===== src/rtl/mem_port_arbiter_pkg.sv =====
// Shared types and defaults for the unified memory port arbiter.
package mem_port_arbiter_pkg;
  localparam int DEF_ADDR_W = 32;
  localparam int DEF_DATA_W = 32;
  localparam int TIMER_W    = 8;

  typedef enum logic [1:0] {
    IDLE   = 2'd0,
    ACCESS = 2'd1,
    RESP   = 2'd2
  } state_t;

  typedef enum logic {
    GNT_IF = 1'b0,
    GNT_D  = 1'b1
  } gnt_t;
endpackage


===== src/rtl/mem_port_arbiter_if.sv =====
// Requester (IF/D) and memory-side handshake bundle of the arbiter.
interface mem_port_arbiter_if
  import mem_port_arbiter_pkg::*;
#(
  parameter int ADDR_W = DEF_ADDR_W,
  parameter int DATA_W = DEF_DATA_W
);
  logic              if_req;
  logic [ADDR_W-1:0] if_addr;
  logic [DATA_W-1:0] if_rdata;
  logic              if_done;
  logic              if_err;

  logic                d_req;
  logic                d_we;
  logic [ADDR_W-1:0]   d_addr;
  logic [DATA_W-1:0]   d_wdata;
  logic [DATA_W/8-1:0] d_be;
  logic [DATA_W-1:0]   d_rdata;
  logic                d_done;
  logic                d_err;

  logic                mem_valid;
  logic                mem_we;
  logic [ADDR_W-1:0]   mem_addr;
  logic [DATA_W-1:0]   mem_wdata;
  logic [DATA_W/8-1:0] mem_be;
  logic                mem_ready;
  logic [DATA_W-1:0]   mem_rdata;
  logic                busy;

  modport master (
    input  if_req, if_addr, d_req, d_we, d_addr, d_wdata, d_be, mem_ready, mem_rdata,
    output if_rdata, if_done, if_err, d_rdata, d_done, d_err,
           mem_valid, mem_we, mem_addr, mem_wdata, mem_be, busy
  );

  modport slave (
    output if_req, if_addr, d_req, d_we, d_addr, d_wdata, d_be, mem_ready, mem_rdata,
    input  if_rdata, if_done, if_err, d_rdata, d_done, d_err,
           mem_valid, mem_we, mem_addr, mem_wdata, mem_be, busy
  );
endinterface


===== src/rtl/mem_port_arbiter_wait_timer.sv =====
// Wait-state counter; expire flags the no-ready cycle whose increment reaches TIMEOUT.
module mem_wait_timer
  import mem_port_arbiter_pkg::*;
#(
  parameter int TIMEOUT = 15
) (
  input  logic clk,
  input  logic rst,
  input  logic clr,
  input  logic en,
  output logic expire
);
  localparam logic [TIMER_W-1:0] LAST = TIMER_W'(TIMEOUT - 1);

  logic [TIMER_W-1:0] count;

  always_ff @(posedge clk or posedge rst) begin
    if (rst)      count <= '0;
    else if (clr) count <= '0;
    else if (en)  count <= count + 1'b1;
  end

  // Firing one cycle early keeps mem_valid high for exactly TIMEOUT cycles.
  assign expire = en && (count == LAST);
endmodule


===== src/rtl/mem_port_arbiter.sv =====
// Round-robin arbiter sharing one registered memory port between IF and D.
module mem_port_arbiter
  import mem_port_arbiter_pkg::*;
#(
  parameter int ADDR_W  = DEF_ADDR_W,
  parameter int DATA_W  = DEF_DATA_W,
  parameter int TIMEOUT = 15
) (
  input logic                clk,
  input logic                rst,
  mem_port_arbiter_if.master bus
);
  state_t state;
  gnt_t   rrLast;
  logic   maskVld;
  logic   expire;

  logic                ifReqEff, dReqEff, pickD, nxtWe;
  logic [ADDR_W-1:0]   nxtAddr;
  logic [DATA_W-1:0]   nxtWdata;
  logic [DATA_W/8-1:0] nxtBe;

  mem_wait_timer #(.TIMEOUT(TIMEOUT)) uTimer (
    .clk    (clk),
    .rst    (rst),
    .clr    (state == IDLE),
    .en     ((state == ACCESS) && !bus.mem_ready),
    .expire (expire)
  );

  // rrLast doubles as the masked id: it is the requester just served.
  always_comb begin
    ifReqEff = bus.if_req && !(maskVld && rrLast == GNT_IF);
    dReqEff  = bus.d_req  && !(maskVld && rrLast == GNT_D);
    pickD    = dReqEff && (!ifReqEff || rrLast == GNT_IF);
    nxtWe    = pickD && bus.d_we;
    nxtAddr  = pickD ? bus.d_addr : bus.if_addr;
    nxtWdata = pickD ? bus.d_wdata : '0;
    nxtBe    = nxtWe ? bus.d_be : '1;
  end

  always_ff @(posedge clk or posedge rst) begin
    if (rst) begin
      state         <= IDLE;
      rrLast        <= GNT_D;
      maskVld       <= 1'b0;
      bus.mem_valid <= 1'b0;
      bus.mem_we    <= 1'b0;
      bus.mem_addr  <= '0;
      bus.mem_wdata <= '0;
      bus.mem_be    <= '0;
      bus.if_rdata  <= '0;
      bus.if_done   <= 1'b0;
      bus.if_err    <= 1'b0;
      bus.d_rdata   <= '0;
      bus.d_done    <= 1'b0;
      bus.d_err     <= 1'b0;
      bus.busy      <= 1'b0;
    end else begin
      bus.if_done <= 1'b0;
      bus.if_err  <= 1'b0;
      bus.d_done  <= 1'b0;
      bus.d_err   <= 1'b0;
      maskVld     <= 1'b0;
      case (state)
        IDLE: begin
          if (ifReqEff || dReqEff) begin
            rrLast        <= pickD ? GNT_D : GNT_IF;
            bus.mem_valid <= 1'b1;
            bus.mem_we    <= nxtWe;
            bus.mem_addr  <= nxtAddr;
            bus.mem_wdata <= nxtWdata;
            bus.mem_be    <= nxtBe;
            bus.busy      <= 1'b1;
            state         <= ACCESS;
          end
        end
        ACCESS: begin
          if (bus.mem_ready || expire) begin
            bus.mem_valid <= 1'b0;
            state         <= RESP;
            if (rrLast == GNT_IF) begin
              bus.if_done  <= 1'b1;
              bus.if_err   <= !bus.mem_ready;
              bus.if_rdata <= bus.mem_ready ? bus.mem_rdata : '0;
            end else begin
              bus.d_done <= 1'b1;
              bus.d_err  <= !bus.mem_ready;
              if (!bus.mem_we) bus.d_rdata <= bus.mem_ready ? bus.mem_rdata : '0;
            end
          end
        end
        RESP: begin
          maskVld  <= 1'b1;
          bus.busy <= 1'b0;
          state    <= IDLE;
        end
        default: state <= IDLE;
      endcase
    end
  end
endmodule


===== src/flat_wrapper.sv =====
// flat-port wrapper written by rule: the top's interface ports become plain ports
module mem_port_arbiter_flat import mem_port_arbiter_pkg::*;
#(
  parameter int ADDR_W  = DEF_ADDR_W,
  parameter int DATA_W  = DEF_DATA_W,
  parameter int TIMEOUT = 15
)
  (clk, rst, bus_if_req, bus_if_addr, bus_d_req, bus_d_we, bus_d_addr, bus_d_wdata, bus_d_be, bus_mem_ready, bus_mem_rdata, bus_if_rdata, bus_if_done, bus_if_err, bus_d_rdata, bus_d_done, bus_d_err, bus_mem_valid, bus_mem_we, bus_mem_addr, bus_mem_wdata, bus_mem_be, bus_busy);
  mem_port_arbiter_if #(.ADDR_W(ADDR_W), .DATA_W(DATA_W)) bus_i ();
  input logic clk;
  input logic rst;
  input wire logic [$bits(bus_i.if_req)-1:0] bus_if_req;
  input wire logic [$bits(bus_i.if_addr)-1:0] bus_if_addr;
  input wire logic [$bits(bus_i.d_req)-1:0] bus_d_req;
  input wire logic [$bits(bus_i.d_we)-1:0] bus_d_we;
  input wire logic [$bits(bus_i.d_addr)-1:0] bus_d_addr;
  input wire logic [$bits(bus_i.d_wdata)-1:0] bus_d_wdata;
  input wire logic [$bits(bus_i.d_be)-1:0] bus_d_be;
  input wire logic [$bits(bus_i.mem_ready)-1:0] bus_mem_ready;
  input wire logic [$bits(bus_i.mem_rdata)-1:0] bus_mem_rdata;
  output wire logic [$bits(bus_i.if_rdata)-1:0] bus_if_rdata;
  output wire logic [$bits(bus_i.if_done)-1:0] bus_if_done;
  output wire logic [$bits(bus_i.if_err)-1:0] bus_if_err;
  output wire logic [$bits(bus_i.d_rdata)-1:0] bus_d_rdata;
  output wire logic [$bits(bus_i.d_done)-1:0] bus_d_done;
  output wire logic [$bits(bus_i.d_err)-1:0] bus_d_err;
  output wire logic [$bits(bus_i.mem_valid)-1:0] bus_mem_valid;
  output wire logic [$bits(bus_i.mem_we)-1:0] bus_mem_we;
  output wire logic [$bits(bus_i.mem_addr)-1:0] bus_mem_addr;
  output wire logic [$bits(bus_i.mem_wdata)-1:0] bus_mem_wdata;
  output wire logic [$bits(bus_i.mem_be)-1:0] bus_mem_be;
  output wire logic [$bits(bus_i.busy)-1:0] bus_busy;
  assign bus_i.if_req = bus_if_req;
  assign bus_i.if_addr = bus_if_addr;
  assign bus_i.d_req = bus_d_req;
  assign bus_i.d_we = bus_d_we;
  assign bus_i.d_addr = bus_d_addr;
  assign bus_i.d_wdata = bus_d_wdata;
  assign bus_i.d_be = bus_d_be;
  assign bus_i.mem_ready = bus_mem_ready;
  assign bus_i.mem_rdata = bus_mem_rdata;
  assign bus_if_rdata = bus_i.if_rdata;
  assign bus_if_done = bus_i.if_done;
  assign bus_if_err = bus_i.if_err;
  assign bus_d_rdata = bus_i.d_rdata;
  assign bus_d_done = bus_i.d_done;
  assign bus_d_err = bus_i.d_err;
  assign bus_mem_valid = bus_i.mem_valid;
  assign bus_mem_we = bus_i.mem_we;
  assign bus_mem_addr = bus_i.mem_addr;
  assign bus_mem_wdata = bus_i.mem_wdata;
  assign bus_mem_be = bus_i.mem_be;
  assign bus_busy = bus_i.busy;
  mem_port_arbiter #(.ADDR_W(ADDR_W), .DATA_W(DATA_W), .TIMEOUT(TIMEOUT)) u_core (.clk(clk), .rst(rst), .bus(bus_i));
endmodule

===== config.mk =====
export PLATFORM = sky130hd
export DESIGN_NAME = mem_port_arbiter_flat
export DESIGN_NICKNAME = d
export VERILOG_FILES = /design/src/rtl/mem_port_arbiter_pkg.sv /design/src/rtl/mem_port_arbiter_if.sv /design/src/rtl/mem_port_arbiter_wait_timer.sv /design/src/rtl/mem_port_arbiter.sv /design/src/flat_wrapper.sv
export SDC_FILE = /design/constraint.sdc
export NUM_CORES = 1
export LEC_CHECK = 0
export ABC_AREA = 1
export CELL_PAD_IN_SITES_DETAIL_PLACEMENT = 0
export CELL_PAD_IN_SITES_GLOBAL_PLACEMENT = 1
export CORE_UTILIZATION = 33
export CTS_CLUSTER_DIAMETER = 30
export CTS_CLUSTER_SIZE = 14
export DETAILED_ROUTE_END_ITERATION = 12
export GPL_TIMING_DRIVEN = 0
export PLACE_DENSITY_LB_ADDON = 0.1
export SLEW_MARGIN = 20
export SYNTH_ARGS = -nofsm -noshare
export SYNTH_HDL_FRONTEND = slang
export SYNTH_SLANG_ARGS = --single-unit

===== constraint.sdc =====
create_clock -name clk -period 13.6 [get_ports clk]
set_input_delay 1.36 -clock clk [delete_from_list [all_inputs] [get_ports clk]]
set_output_delay 1.36 -clock clk [all_outputs]
set_load 0.01 [all_outputs]

Word level (Yosys, flattened, before mapping)
Cells that the tools add are included.

Bits in registers: 151. Latch bits: 0. Bits in writable memories: 0. Bits in read-only memories: 0. Bits of input ports: 138. Output and inout port bits: 139. Memories kept: 0.

$add $sub $neg: 1. Multiply operators: 0. Div/mod/pow operators: 0. Magnitude comparators: 0. Equality and inequality tests: 5. Shifts and indexed selects: 0. Multiplexer cells: 27. Bitwise logic cells: 2. Reductions and logical operators: 25.

Operators by type and width (count): 32-bit 2-to-1 mux (3); 1-bit 2-to-1 mux (16); 8-bit 2-to-1 mux (2); 8-bit by 1-bit adder with 8-bit output (second input constant) (1); 8-bit by 4-bit == test with 1-bit output (second input constant) (1); 1-bit logical AND (8); 2-bit AND reduction (3); 3-bit AND reduction (2); 2-bit nonzero test (3); 1-bit zero test (4); 2-bit 2-to-1 mux (2); 4-bit 2-to-1 mux (1); 1-bit case mux with 2 select lines (2); 2-bit case mux with 2 select lines (1); 4-bit AND reduction (1); 1-bit logical OR (3); 2-bit by 1-bit == test with 1-bit output (second input constant) (1); 2-bit == test (second input constant) (1); 2-bit zero test (1); 2-bit by 1-bit != test with 1-bit output (second input constant) (1); 2-bit != test (second input constant) (1); 1-bit NOT (2).

Logic depth before layout (Yosys ltp)
Depth after elaboration: 9. Mapped depth: 9. Mapped depth without buffers: 8.

Cells and area by module
A second synthesis with hierarchy kept.

Cells, all modules: 828. Area total of the unflattened synthesis: 6721.4 um^2.

Modules (own cells, without submodules): mem_port_arbiter (instances 1, cells each 765, area an instance 6234.7 um^2); mem_wait_timer (instances 1, cells each 63, area an instance 486.7 um^2).

Worst setup path before layout
OpenSTA, ideal clock, no wires.

Path type: input to register. From: in bus_mem_ready. To: reg u_core.bus.if_rdata[11]. Arrival time: 2178 ps. Data required time: 13482 ps. Path slack: 11304 ps. Stages: 7. Buffers on the path: 3. Cell sequence: buf_2 -> nor2_4 -> o21ai_2 -> nand3_2 -> buf_6 -> buf_6 -> o21ai_2.

Longest elaborated chain between the ends: 5.

Ends and longest elaborated chain: start, declared (RTL line flat_wrapper.sv:19) `input wire logic [$bits(bus_i.mem_ready)-1:0] bus_mem_ready;`; 1-bit zero test (RTL line mem_port_arbiter.sv:27) `.en ((state == ACCESS) && !bus.mem_ready),`; 1-bit logical AND (RTL line mem_port_arbiter.sv:27); 1-bit logical AND (RTL line mem_port_arbiter_wait_timer.sv:24) `assign expire = en && (count == LAST);`; 1-bit logical OR (RTL line mem_port_arbiter.sv:79) `if (bus.mem_ready || expire) begin`; 3-bit AND reduction (no source line); end signal, assigned (RTL line mem_port_arbiter.sv:85) `bus.if_rdata <= bus.mem_ready ? bus.mem_rdata : '0;`; end, declared (RTL line mem_port_arbiter_if.sv:34) `output if_rdata, if_done, if_err, d_rdata, d_done, d_err,`.

Parallel ways exist; a longest one is shown, timed or not. A chain may end at the register's enable or synchronous reset.

Worst setup path after layout
From: reg u_core.bus.mem_we. To: out bus_mem_we.

RTL lines: start, declared (RTL line mem_port_arbiter_if.sv:35) `mem_valid, mem_we, mem_addr, mem_wdata, mem_be, busy`; start signal, assigned (RTL line mem_port_arbiter.sv:70) `bus.mem_we <= nxtWe;`; end, declared (RTL line flat_wrapper.sv:28) `output wire logic [$bits(bus_i.mem_we)-1:0] bus_mem_we;`.

No word-level cell between the ends.

==> results.py <==
metrics = {
    "synth": {
        "synth-edff-count": 0,
        "syn-num-nets": 888,
        "async_flop_share_pct": 100.0,
        "yosysSeqAreaShare_pct": 56.84,
        "syn_inst": 748,
        "synth_top_area_share_pct": 56.44,
        "netlist_area_um2": 6650,
        "yosys_warnings": 0,
        "synth_top_area_cell": "dfrtp_1",
        "synth-seq-cells": 151,
        "ys_types": 29,
        "synthFlopType": "dfrtp_1",
        "synth_top_cells_by_area": "dfrtp_1 (56%), nand2_1 (16%), o211ai_1 (3.6%)",
        "avgSynthCellArea_um2": 8.891,
        "yosysMostFrequentCell": "nand2_1",
        "yosys-top-cells-count": "nand2_1 (282), dfrtp_1 (150), inv_1 (52), o21ai_1 (46), nand4_1 (35)",
    },
    "place": {
        "io_buffer_count": 275,
        "pre_cts_slack_ns": 10.58,
        "dp_hpwl_um": 15010,
        "gp_congestion": 0.7754,
        "placed_area_um2": 9769,
    },
    "clock_network": {
        "cts_buffers": 17,
        "cts_resized": 0,
        "worst_skew_pair.late_latency_ns": 0.42,
        "htreeDepth": 4,
        "clock_path_buffers": 2,
        "post-cts-setup-buffers": 0,
        "path_clk_slew_ns": 0.06,
        "ctsHoldBuffers": 0,
        "cts_root_buffer": "clkbuf_16",
        "cts_tree": "done",
        "cts_sinks": 151,
    },
    "timing": {
        "fin_skew_ns": 0.01003,
        "drv_slew": 0,
        "fin_crit_ns": 2.744,
        "fin_ws_ns": 10.86,
        "slew_headroom_pct": 66.01,
        "setup_violations": 0,
        "tns_ns": 0,
        "hold_viol_final": 0,
        "rsz0062_at_grt": "false",
        "fmax_ghz": 0.3644,
        "period_share_pct": 20.18,
        "tightest_slew_ns": 0.5098,
    },
    "grt": {
        "antenna_found_initial": 0,
        "grt_first_pass_wirelength_um": 32170,
        "grt_pass1_vias": 5933,
        "grt_use_total_pct": 20.54,
        "grt_max_degree": 89,
        "overflow": 0,
    },
    "die": {
        "die_area_um2": 20720,
        "std_cell_rows": 51,
        "die_h_um": 144.0,
        "initial_core_util_pct": 33.95,
        "ios": 277,
        "core_area_um2": 19590,
        "dieWidth_um": 144.0,
    },
    "final_layout": {
        "nets": 1183,
        "area_growth_pct": 54.98,
        "fin_area_um2": 10310,
        "drive_gt1_share_pct": 12.41,
        "nFillCells": 1915,
        "diodes": 0,
    },
    "detailed_routing": {
        "drtPass1Iterations": 4,
        "viasPerCell": 4.524,
        "drt-initial-drc-count": 246,
        "antenna_left": 0,
        "drc": 0,
        "drt-wirelength-per-cell_um": 15.50,
        "wirelength_um": 20480,
        "vias": 5976,
    },
    "critical_path": {
        "cpMaxStageDelayCell": "clkdlybuf4s50_1",
        "cp-end-kind": "output pin",
        "cpPeakStageDelay_ns": 0.58,
        "crit_path_cell_trace": "clkdlybuf4s50_1",
        "cp.required_ns": 12.24,
        "critPathBufInv": 1,
        "crit_path_start_kind": "register",
        "timing.critical_path.max_delay_family": "buffers and inverters",
        "critical_path_class": "reg2out",
        "crit_fanout": 3,
        "critPathArrivalTime_ns": 1.38,
    },
    "power_and_ir_drop": {
        "power.leakage_nw": 4.864,
        "finalPower_mw": 2.239,
        "p_per_area_nw_per_um2": 217.3,
        "peakVddDrop_mv": 0.09725,
    },
    "worst_hold_path": {
        "hold_class": "reg2reg",
    },
    "run_status": {
        "status": "complete, no violations",
    },
    "job": {
        "drv_cap": 0,
    },
}
cell families after synthesis:
logic type | share of synthesized area (%)
adders and majority gates | 0.3762
buffers and inverters | 7.149
xor gates and xnor gates | 0.2635
and+or+nand+nor | 23.99
AOI/OAI and AO/OA | 11.38
DFF | 56.84
flip-flops by register name (all words and copies together), names as in the netlist, 2 cells and up:
name,flops
u_core.bus.d_rdata,32
u_core.bus.if_rdata,32
u_core.uTimer.count,8
u_core.state,2
u_core.bus.mem_be,4
u_core.bus.mem_wdata,32
u_core.bus.mem_addr,32
layer usage:
layer	wire length, µm	global-route usage (%)
met5	0	0
met4	201	5.711
met3	2052	8.764
met2	9692	33.38
met1	8532	24.70
cell type report:
cell class | count | area [µm²] | area share [%]
sequential | 151 | 3780 | 36.68
timing repair buffer | 276 | 2780 | 26.98
multi-input combinational | 493 | 2395 | 23.24
clock buffer | 20 | 456.7 | 4.431
tap | 265 | 331.6 | 3.217
buffer | 48 | 265.3 | 2.574
inverter | 56 | 217.7 | 2.112
clock inverter | 12 | 80.08 | 0.7770
worst paths after layout:
path	startpoint	endpoint	slack, ns	cells after the start
setup / recovery	u_core.bus.mem_we	bus_mem_we	10.86	1
hold / removal	u_core.bus.d_rdata[3]	u_core.bus.d_rdata[3]	0.47	2
setup reg to reg	u_core.uTimer.count[0]	u_core.bus.d_rdata[16]	11.78	8
hold reg to reg	u_core.bus.d_rdata[3]	u_core.bus.d_rdata[3]	0.47	2
max in group asynchronous	rst	u_core.bus.if_rdata[25]	11.41	3
min in group asynchronous	rst	u_core.bus.mem_wdata[10]	1.36	2
metrics by stage:
stage	hold WS (ns)	utilization (%)	cells
3_5_place_dp	0.4581	49.87	1289
2_1_floorplan	0.4594	-	748
3_3_place_gp	0.4536	49.69	1288
4_1_cts	0.4732	52.61	1321
6_report	0.4665	52.61	1321
5_1_grt	0.4930	52.61	1321
report_power, final:
| group | switching [mW] | total [mW] | leakage (nW) | internal, mW |
|---|---|---|---|---|
| Clock | 0.188 | 0.429 | 0.254 | 0.241 |
| Combinational | 0.528 | 1.05 | 2.66 | 0.520 |
| Sequential | 0.112 | 0.762 | 1.95 | 0.650 |
| Total | 0.828 | 2.24 | 4.86 | 1.41 |
cell usage in the layout (no fill, tap or decap), drive strengths merged, types with 2 or more instances in the layout:
| master | instances |
|---|---|
| nor2 | 15 |
| or2 | 33 |
| clkinv | 7 |
| clkdlybuf4s50 | 275 |
| o211ai | 32 |
| o21ai | 79 |
| nand3 | 4 |
| dfrtp | 150 |
| o22ai | 4 |
| buf | 37 |
| nand4 | 35 |
| clkinvlp | 5 |
| nand2 | 284 |
| ha | 2 |
| inv | 56 |
| xor2 | 2 |
| clkbuf | 32 |
No activity file was read; power rests on OpenSTA's default activity.
